===== config.mk =====
export PLATFORM = sky130hd
export DESIGN_NAME = mem_port_arbiter
export DESIGN_NICKNAME = d
export VERILOG_FILES = /design/src/rtl/mem_port_arbiter_pkg.sv /design/src/rtl/mem_port_arbiter_pick.sv /design/src/rtl/mem_port_arbiter.sv
export SDC_FILE = /design/constraint.sdc
export NUM_CORES = 1
export LEC_CHECK = 0
export CORE_MARGIN = 2
export CORE_UTILIZATION = 50
export DETAILED_ROUTE_END_ITERATION = 12
export DONT_BUFFER_PORTS = 1
export HOLD_SLACK_MARGIN = 0.06
export PLACE_DENSITY_LB_ADDON = 0.15
export REMOVE_ABC_BUFFERS = 1
export SLEW_MARGIN = 40
export SYNTH_ARGS = -nofsm -noshare
export SYNTH_HDL_FRONTEND = slang
export SYNTH_SLANG_ARGS = --single-unit
export TNS_END_PERCENT = 50

===== constraint.sdc =====
create_clock -name clk -period 2.5 [get_ports clk]
set_clock_uncertainty 0.2 [all_clocks]
set_input_delay 0.25 -clock clk [delete_from_list [all_inputs] [get_ports clk]]
set_output_delay 0.25 -clock clk [all_outputs]
set_load 0.01 [all_outputs]

===== src/rtl/mem_port_arbiter_pkg.sv =====
// hack_pkg: shared constants for the Hack memory-port arbiter.
package hack_pkg;
    localparam int ARB_MODE_FIXED = 0;
    localparam int ARB_MODE_RR    = 1;
    localparam int HACK_DATA_W    = 16;
    localparam int HACK_ADDR_W    = 15;
endpackage


===== src/rtl/mem_port_arbiter_pick.sv =====
// rr_pick: combinational winner select, first requester at or after the pointer.
module rr_pick
    import hack_pkg::*;
#(
    parameter int CHANNELS = 2,
    parameter int MODE     = ARB_MODE_FIXED,
    localparam int IW      = $clog2(CHANNELS)
) (
    input  logic [CHANNELS-1:0] i_req,
    input  logic [IW-1:0]       i_ptr,
    output logic [IW-1:0]       o_idx,
    output logic                o_any
);
    logic [IW-1:0] w_base;
    logic [IW:0]   w_pos;

    // Scan from the far end so the last hit is the requester closest to the pointer.
    always_comb begin
        o_idx  = '0;
        o_any  = 1'b0;
        w_pos  = '0;
        w_base = (MODE == ARB_MODE_RR) ? i_ptr : '0;
        for (int k = CHANNELS - 1; k >= 0; k--) begin
            w_pos = {1'b0, w_base} + (IW+1)'(k);
            w_pos = (w_pos >= (IW+1)'(CHANNELS)) ? w_pos - (IW+1)'(CHANNELS) : w_pos;
            if (i_req[w_pos[IW-1:0]]) begin
                o_idx = w_pos[IW-1:0];
                o_any = 1'b1;
            end
        end
    end
endmodule


===== src/rtl/mem_port_arbiter.sv =====
// mem_port_arbiter: registered N-channel arbiter for the single data-memory port,
// fixed-priority or round-robin, with burst lock held by the current owner.
module mem_port_arbiter
    import hack_pkg::*;
#(
    parameter int CHANNELS = 2,
    parameter int DATA_W   = HACK_DATA_W,
    parameter int ADDR_W   = HACK_ADDR_W,
    parameter int MODE     = ARB_MODE_FIXED
) (
    input  logic                       clk,
    input  logic                       reset,
    input  logic [CHANNELS-1:0]        req,
    input  logic [CHANNELS-1:0]        lock,
    input  logic [CHANNELS-1:0]        we_in,
    input  logic [CHANNELS*DATA_W-1:0] data_in,
    input  logic [CHANNELS*ADDR_W-1:0] addr_in,
    output logic [CHANNELS-1:0]        grant,
    output logic [DATA_W-1:0]          out,
    output logic                       write,
    output logic [ADDR_W-1:0]          address,
    output logic                       valid
);
    localparam int IW = $clog2(CHANNELS);

    logic [CHANNELS-1:0] r_grant;
    logic [DATA_W-1:0]   r_out;
    logic [ADDR_W-1:0]   r_addr;
    logic                r_write;
    logic                r_valid;
    logic [IW-1:0]       r_idx;
    logic [IW-1:0]       r_ptr;
    logic [IW-1:0]       w_pick_idx;
    logic [IW-1:0]       w_idx;
    logic                w_pick_any;
    logic                w_hold;
    logic                w_any;

    rr_pick #(
        .CHANNELS(CHANNELS),
        .MODE    (MODE)
    ) u_pick (
        .i_req(req),
        .i_ptr(r_ptr),
        .o_idx(w_pick_idx),
        .o_any(w_pick_any)
    );

    // Only the current owner's lock counts, and only while it still requests.
    always_comb begin
        w_hold = |(r_grant & req & lock);
        w_idx  = w_hold ? r_idx : w_pick_idx;
        w_any  = w_hold | w_pick_any;
    end

    always_ff @(posedge clk) begin
        if (!reset) begin
            r_grant <= '0;
            r_out   <= '0;
            r_addr  <= '0;
            r_write <= 1'b0;
            r_valid <= 1'b0;
            r_idx   <= '0;
            r_ptr   <= '0;
        end else begin
            r_grant <= w_any ? CHANNELS'(1) << w_idx : '0;
            r_valid <= w_any;
            r_write <= w_any & we_in[w_idx];
            // Data/address hold when idle to keep the memory bus quiet.
            if (w_any) begin
                r_out  <= data_in[w_idx*DATA_W +: DATA_W];
                r_addr <= addr_in[w_idx*ADDR_W +: ADDR_W];
                r_idx  <= w_idx;
            end
            if (MODE == ARB_MODE_RR && w_pick_any && !w_hold)
                r_ptr <= (w_idx == IW'(CHANNELS - 1)) ? '0 : w_idx + IW'(1);
        end
    end

    assign grant   = r_grant;
    assign out     = r_out;
    assign write   = r_write;
    assign address = r_addr;
    assign valid   = r_valid;
endmodule


# After elaboration in Yosys (flattened, before gate mapping)
# Cells that the tools add are included.
totals:
  regBits: 36
  in_bits: 70
  word_cells: 23
op_classes:
  n_mul: 1
  n_lt_le_gt_ge: 1
  n_shift: 3
  muxes: 6
  bitwise_logic: 4
  n_reduce_logical: 2
op_table:
  columns: ["op", "count"]
  rows:
  - ["$shiftx A32 B6 Y16", 1]
  - ["$shiftx A30 B6 Y15", 1]
  - ["$mux W1", 6]
  - ["$mul A1 B4 Y5 const B", 1]
  - ["$and A2 B2 Y2", 2]
  - ["$lt A1 B2 Y1 const B", 1]
  - ["$reduce_and A2 Y1", 1]
  - ["$reduce_or A2 Y1", 1]
  - ["$shl A1 B1 Y2 const A", 1]
  - ["$and A1 B1 Y1", 1]
  - ["$or A1 B1 Y1", 1]

# Logic depth before layout (Yosys ltp)
# Gate-level depths: netlist of run 1.
depth:
  ltp_word: 7
  ltp_mapped: 6

# Cells and area by module
# From an unflattened synthesis of run 1, not the netlist that was laid out.
hier_totals:
  hier_cells: 155
  area_unflattened_um2: 1487.7
modules_own_cells:
  columns: ["module", "n_inst", "cells_per_inst", "area_each_um2", "seq_area_each_um2"]
  rows:
  - ["mem_port_arbiter", 1, 153, 1475.2, 720.7]
  - ["rr_pick", 1, 2, 12.5, 0.0]

# Least setup slack after synthesis of run 1
# OpenSTA, ideal clock, no wires.
synth_timing:
  kind: "register -> register"
  from: "reg r_grant[0], in the netlist grant[0]"
  to: "reg r_addr[10], in the netlist address[10]"
  t_arrival_ns: 1.252
  t_required_ns: 2.172
  slack_ns: 0.920
  path_stages_with_launch: 7
  path_buffers: 2
  period_less_slack_ns: 1.580
  cell_sequence: "dfxtp_1 -> and4_2 -> a31oi_1 -> buf_6 -> buf_12 -> mux2i_1 -> o21ai_1"
synth_between:
  elab_chain_cells: 6
  word_cells_on_any_way: 7
synth_rtl:
  columns: ["element", "line", "rtl"]
  rows:
  - ["from (decl)", "mem_port_arbiter.sv:26", "logic [CHANNELS-1:0] r_grant;"]
  - ["from (signal assigned)", "mem_port_arbiter.sv:66", "r_grant <= w_any ? CHANNELS'(1) << w_idx : '0;"]
  - ["$and A2 B2 Y2 (*) (2 in a row)", "mem_port_arbiter.sv:51", "w_hold = |(r_grant & req & lock);"]
  - ["$reduce_or A2 Y1 (*)", "mem_port_arbiter.sv:51", null]
  - ["$mux W1", "mem_port_arbiter.sv:52", "w_idx = w_hold ? r_idx : w_pick_idx;"]
  - ["$mul A1 B4 Y5", "mem_port_arbiter.sv:72", "r_addr <= addr_in[w_idx*ADDR_W +: ADDR_W];"]
  - ["$shiftx A30 B6 Y15", "mem_port_arbiter.sv:72", null]
  - ["to (signal assigned)", "mem_port_arbiter.sv:72", null]
  - ["to (decl)", "mem_port_arbiter.sv:28", "logic [ADDR_W-1:0] r_addr;"]
# Every way passes the cells marked *; elsewhere a longest branch is shown, timed or not.
# A chain may end at the register's enable or synchronous reset.

# Worst setup path in the final report of run 1
layout_timing:
  from: "reg r_grant[1], in the netlist grant[1]"
  to: "reg r_out[11], in the netlist out[11]"
layout_between:
  elab_chain_cells: 5
  word_cells_on_any_way: 6
layout_rtl:
  columns: ["element", "line", "rtl"]
  rows:
  - ["$and A2 B2 Y2 (*) (2 in a row)", "mem_port_arbiter.sv:51", null]
  - ["$reduce_or A2 Y1 (*)", "mem_port_arbiter.sv:51", null]
  - ["$mux W1", "mem_port_arbiter.sv:52", null]
  - ["$shiftx A32 B6 Y16", "mem_port_arbiter.sv:71", "r_out <= data_in[w_idx*DATA_W +: DATA_W];"]
  - ["to (signal assigned)", "mem_port_arbiter.sv:71", null]
  - ["to (decl)", "mem_port_arbiter.sv:27", "logic [DATA_W-1:0] r_out;"]
# Marks and branches as above.

==> flow_summary.toml, run 1 <==
[cells_and_area]
nets = 289
final_core_util_pct = 79.3
fillers = 197
drive_gt1_share_pct = 5.91
stdcell_count = 251
register_area_um2 = 721
num_antenna_cells = 0
multi_input_area_um2 = 684
syn_to_final_growth_pct = 48.3

[logic_synthesis]
synth-seq-cells = 36
syn_avg_cell_area_um2 = 9.66
synth_top_family_by_area = "multiplexers"
yosysSeqAreaShare_pct = 48.4
yosysTopAreaCell = "dfxtp_1"
synth_mux_area_share_pct = 21.5
netlist_instances = 154
synth.top_cell.area_share_pct = 48.4
synth_compound_area_share_pct = 12.4
ys_types = 16
yosys.area_share.simple_pct = 10.8
synth_area_mm2 = 0.00149
yosys_warnings = 0
synthXorXnorAreaFrac_pct = 0
synthAdderAreaFrac_pct = 0
ys_top_cells_by_area = "dfxtp_1 48%, mux2i_1 22%, o21ai_1 9.1%, nand2_1 8.1%, buf_12 4.0%"

[placement]
dpl.cell_count = 177
portBuffers = 0
hpwlAfterDp_um = 2190
globalplace.congestion = 0.710

[critical_path]
cp.arrival_ns = 2.38
cp_slowest_cell = "dlygate4sd3_1"
crit_type = "reg2reg"
worstSetupStartpoint = "grant[1]$_SDFF_PN0_"
setup.worst_path.end_class = "register"
worstPathRequired_ns = 2.53
cp-start-kind = "register"
regToRegStartpoint = "grant[1]$_SDFF_PN0_"
cp_cell_sequence = "a21bo_1 > a31oi_4 > buf_12 > mux2i_1 > dlygate4sd3_1 > o21ai_1"
path_max_fanout = 35
max_stage_delay_ns = 0.61

[drt]
drt-vias-per-instance = 5.43
drcViolationCount = 0
first_pass_iters = 4
vias = 1364
wl_um = 4410
drtIter0Drc = 34
ant_nets = 0
wl_per_cell_um = 17.6

[grt]
grt_max_degree = 36
grt_pass1_wl_um = 6700
grt_usage_pct = 26.5
antenna_found_initial = 0
grt-ovfl-total = 0
grt_pass1_vias = 1446

[clock_tree]
clockRootBuffer = "clkbuf_4"
clk_pin_slew_ns = 0.11
numClockSinks = 36
cts_made_buffers = 5
cts_tree = "yes"
clock_path_buffers = 2
post_cts_buffers = 0
cts_max_level = 2
post_cts_resize_count = 0
clk_latency_ns = 0.34

[timing]
setup_viol = 0
fin_crit_sh_pct = 93.9
max-slew-margin-rel_pct = 76.9
maxSlewViolCount = 0
rsz0062_at_grt = "no"
hold_viol_final = 0
min_period_ns = 2.35
max_freq_mhz = 426
tightest_slew_ns = 0.346

[floorplanning]
initial_core_util_pct = 53.5
ios = 105
fp.dieH_um = 58.5
die_area_mm2 = 0.00343
fp.dieW_um = 58.5
fp-row-count = 19
core_area_mm2 = 0.00278

[power_and_ir_drop]
clkPwrFrac_pct = 26.9
power_density_mw_per_mm2 = 555
p_switching_w = 0.000326
leakage_nw = 0.987
peakVddDrop_mv = 0.584
seq_power_share_pct = 54.7
sw_frac_of_total_pct = 26.6
p_int_w = 0.000899
combPwrFrac_pct = 18.4

[worst_hold_path]
min_from = "req[1]"
hp-class = "in2reg"

[outcome]
outcome = "complete, no violations"

[flow_run]
max_cap_violations = 0
[routing by layer]
metal	part of all wire [%]	global-route usage [%]	vias to the layer above
met5	0	0	-
met4	3.3	12.3	0
met3	9.9	11.2	16
met2	52	48.2	73
met1	34	25.6	618
li1	-	-	657
[registers in the layout, indices dropped and copies added (netlist names)]
| name | flops |
|---|---|
| r_idx | 1 |
| address | 15 |
| out | 16 |
| write | 1 |
| valid | 1 |
| grant | 2 |
[power by group through the flow]
stage	registers (W)	clock network (W)	logic, W
finish	0.000670	0.000329	0.000225
global route	0.000676	0.000358	0.000243
CTS	0.000670	0.000329	0.000216
detailed placement	0.000683	0	0.000113
global placement	0.000681	0	0.000106
floorplan	0.000673	0	0.0000945
[final timing paths]
check	depth (start not counted)	to	slack [ns]
worst max-delay path	6	out[11]$_SDFFE_PN0P_	0.15
worst min-delay path	3	grant[1]$_SDFF_PN0_	0.11
worst max register to register	6	out[11]$_SDFFE_PN0P_	0.15
worst min register to register	2	address[11]$_SDFFE_PN0P_	0.30
[cell type report]
type	count	area share [%]
multi-input cells	106	31.0
repair buffers	69	31.5
inverters	1	0.170
clock inverters	1	0.340
well taps	31	1.76
clock buffers	7	2.50
flip-flops and latches	36	32.7
[timing repair]
action / CTS / global route
endpoints found under the setup margin: 0 / 0
endpoints found under the hold margin: 33 / 0
hold buffers: 66 / 0
[metrics by stage]
stage	TNS [ns]	setup WS (ns)	power, W	area, um2	hold slack [ns]
after global placement	0	0.849	0.000787	1480	0.205
after CTS	0	0.269	0.00122	2210	0.112
after detailed placement	0	0.803	0.000796	1480	0.213
final	0	0.153	0.00122	2210	0.109
after floorplan	-47.92	-1.40	0.000768	1390	0.194
after global routing	0	0.0961	0.00128	2210	0.133
[worst max-delay path, delay by kind of cell (launching register included)]
family          cells  cell delay (ns)
mux                 1             0.28
compound gates      3             0.49
flops               1             0.37
buf+inv             2             0.88
[kinds of logic after synthesis]
group	count (synthesis)
flip-flops	36
multiplexers	32
buffers and inverters	12
AND/OR/NAND/NOR	39
AO/OA/AOI/OAI	35
[cell usage after synthesis]
| cell type | count |
|---|---|
| o21ai_1 | 27 |
| dfxtp_1 | 36 |
| mux2i_1 | 32 |
| a31oi_1 | 1 |
| and2_1 | 2 |
| buf_6 | 1 |
| nor2_1 | 3 |
| a21boi_0 | 1 |
| and4_2 | 1 |
| buf_12 | 3 |
| nand3b_1 | 1 |
| a21bo_1 | 1 |
| o21ai_0 | 5 |
| inv_1 | 1 |
| nand2_1 | 32 |
| clkbuf_1 | 7 |
[placed cells by master, fill, tap and decap left out]
cell type / n
a21boi_0: 1
o21ai_1: 26
buf_12: 1
clkbuf_1: 1
and4_2: 1
a31oi_4: 1
o21ai_0: 5
and2_1: 2
dfxtp_1: 36
clkbuf_4: 5
clkbuf_8: 1
nand2_1: 32
clkinvlp_4: 1
inv_1: 1
mux2i_1: 32
buf_4: 2
nor2_1: 3
o21ai_2: 1
a21bo_1: 1
dlygate4sd3_1: 66
nand3b_1: 1
Power figures use the tool's default switching activity.
==> run 2, diff against run 1 <==
Settings changed: GPL_ROUTABILITY_DRIVEN set to 0.
Clock period 2.5 ns to 2.24 ns, I/O delays scaled along.
==> flow_summary.toml, run 2 (synthesis gave the netlist of run 1 again) <==
[critical_path]
worstPathRequired_ns = 2.26
cp-start-kind = "register"
reg2reg_to = "out[11]$_SDFFE_PN0P_"
setup.worst_path.end_class = "register"
regToRegStartpoint = "grant[0]$_SDFF_PN0_"
path_max_fanout = 5
cp.arrival_ns = 2.22
reg2regPathDepth = 7
ff2ff_setup_slack_ns = 0.04
crit_type = "reg2reg"

[clock_tree]
cts_max_level = 2
cts_made_buffers = 5
cts_tree = "yes"
clockRootBuffer = "clkbuf_4"
clk_pin_slew_ns = 0.10
clk_latency_ns = 0.34
numClockSinks = 36
clock_path_buffers = 2

[grt]
grt_pass1_wl_um = 6820
grt_pass1_vias = 1475
antenna_found_initial = 0
grt_usage_pct = 27.0
grt_max_degree = 36
grt-ovfl-total = 0

[power_and_ir_drop]
power_density_mw_per_mm2 = 592
sw_frac_of_total_pct = 27.3
p_int_w = 0.00103
p_switching_w = 0.000388
combPwrFrac_pct = 20.8
clkPwrFrac_pct = 26.3
peakVddDrop_mv = 0.578
leakage_nw = 1.15
seq_power_share_pct = 52.8

[cells_and_area]
register_area_um2 = 726
stdcell_count = 261
layout_commonest_cell = "dlygate4sd3_1"
num_antenna_cells = 0
nets = 299
fillers = 158
syn_to_final_growth_pct = 61.3
drive_gt1_share_pct = 12.6
multi_input_area_um2 = 708
design_area_mm2 = 0.00240
final_cell_mix = "56 x dlygate4sd3_1, 34 x dfxtp_1, 32 x nand2_1, 28 x mux2i_1, 26 x o21ai_1"
largest_register_ffs = 16

[placement]
dpl.cell_count = 177
portBuffers = 0
hpwlAfterDp_um = 2190
post_dp_cell_area_mm2 = 0.00148

[drt]
drtIter0Drc = 63
wl_um = 5170
vias = 1448
ant_nets = 0
drcViolationCount = 0
first_pass_iters = 5
drt-vias-per-instance = 5.55
wl_per_cell_um = 19.8

[timing]
max_freq_mhz = 454
tightest_slew_ns = 0.340
max-slew-margin-rel_pct = 77.3
min_period_ns = 2.20
maxSlewViolCount = 0
setup_viol = 0
hold_viol_final = 0
fin_crit_sh_pct = 98.3

[floorplanning]
ios = 105
initial_core_util_pct = 53.5
die_area_mm2 = 0.00343
fp-row-count = 19
fp.dieH_um = 58.5
fp.dieW_um = 58.5
core_area_mm2 = 0.00278

[flow_run]
max_cap_violations = 0

[worst_hold_path]
whs_path_depth = 3
hp-class = "in2reg"
hold_end = "out[10]$_SDFFE_PN0P_"
min_from = "data_in[10]"

[outcome]
outcome = "complete, no violations"
==> run 2: worst max path at each step <==
stage          depth (start not counted)                 from                       end
6_report                               7  grant[0]$_SDFF_PN0_      out[11]$_SDFFE_PN0P_
5_1_grt                                7  grant[0]$_SDFF_PN0_   address[1]$_SDFFE_PN0P_
4_1_cts                                6  grant[1]$_SDFF_PN0_      out[10]$_SDFFE_PN0P_
3_5_place_dp                           5  grant[1]$_SDFF_PN0_   address[9]$_SDFFE_PN0P_
3_3_place_gp                           5  grant[1]$_SDFF_PN0_   address[5]$_SDFFE_PN0P_
2_1_floorplan                          4  grant[1]$_SDFF_PN0_  address[14]$_SDFFE_PN0P_
==> run 2: what timing repair did <==
item,in CTS,in global routing
hold buffers,66,4
buffers inserted,0,7
hold endpoints to repair,33,4
setup endpoints to repair,0,24
resized for setup,0,18
==> run 2: worst max-delay path, stage by stage, from the launching register on <==
cell	delay, ns
dfxtp_2	0.35
and4_2	0.24
a31oi_4	0.17
buf_12	0.15
buf_12	0.13
mux2i_2	0.21
dlygate4sd3_1	0.57
o21ai_1	0.07
==> run 2: final cells by class <==
class | instances | area share, %
well taps | 31 | 1.62
repair buffers | 79 | 35.9
clock buffers | 7 | 2.29
clock inverters | 1 | 0.313
multi-input cells | 106 | 29.5
flip-flops and latches | 36 | 30.2
inverters | 1 | 0.156
==> run 2: per-stage QoR <==
stage                     setup WS [ns]  total power [W]  hold slack (ns)  utilization, %  setup TNS [ns]
after detailed placement          0.543         0.000888            0.187            53.3               0
final                            0.0390          0.00142           0.0563            86.3               0
after global routing            -0.0536          0.00147           0.0987            86.3          -0.177
after global placement            0.589         0.000879            0.179            53.3               0
after CTS                        0.0127          0.00135           0.0861            79.3               0
after floorplan                   -1.66         0.000857            0.168               -          -57.02
==> run 2: power by group through the flow <==
stage	clock, W	combinational, W	sequential (W)
floorplan	0	0.000105	0.000751
global placement	0	0.000118	0.000760
detailed placement	0	0.000126	0.000762
CTS	0.000368	0.000234	0.000748
global route	0.000398	0.000318	0.000756
finish	0.000374	0.000296	0.000750
==> run 2: per-layer routing <==
metal / global-route usage [%] / share of wire, % / vias up
li1: - / - / 678
met1: 27.2 / 34 / 666
met2: 51.7 / 54 / 88
met3: 8.57 / 10 / 16
met4: 8.97 / 2.8 / 0
met5: 0 / 0 / -
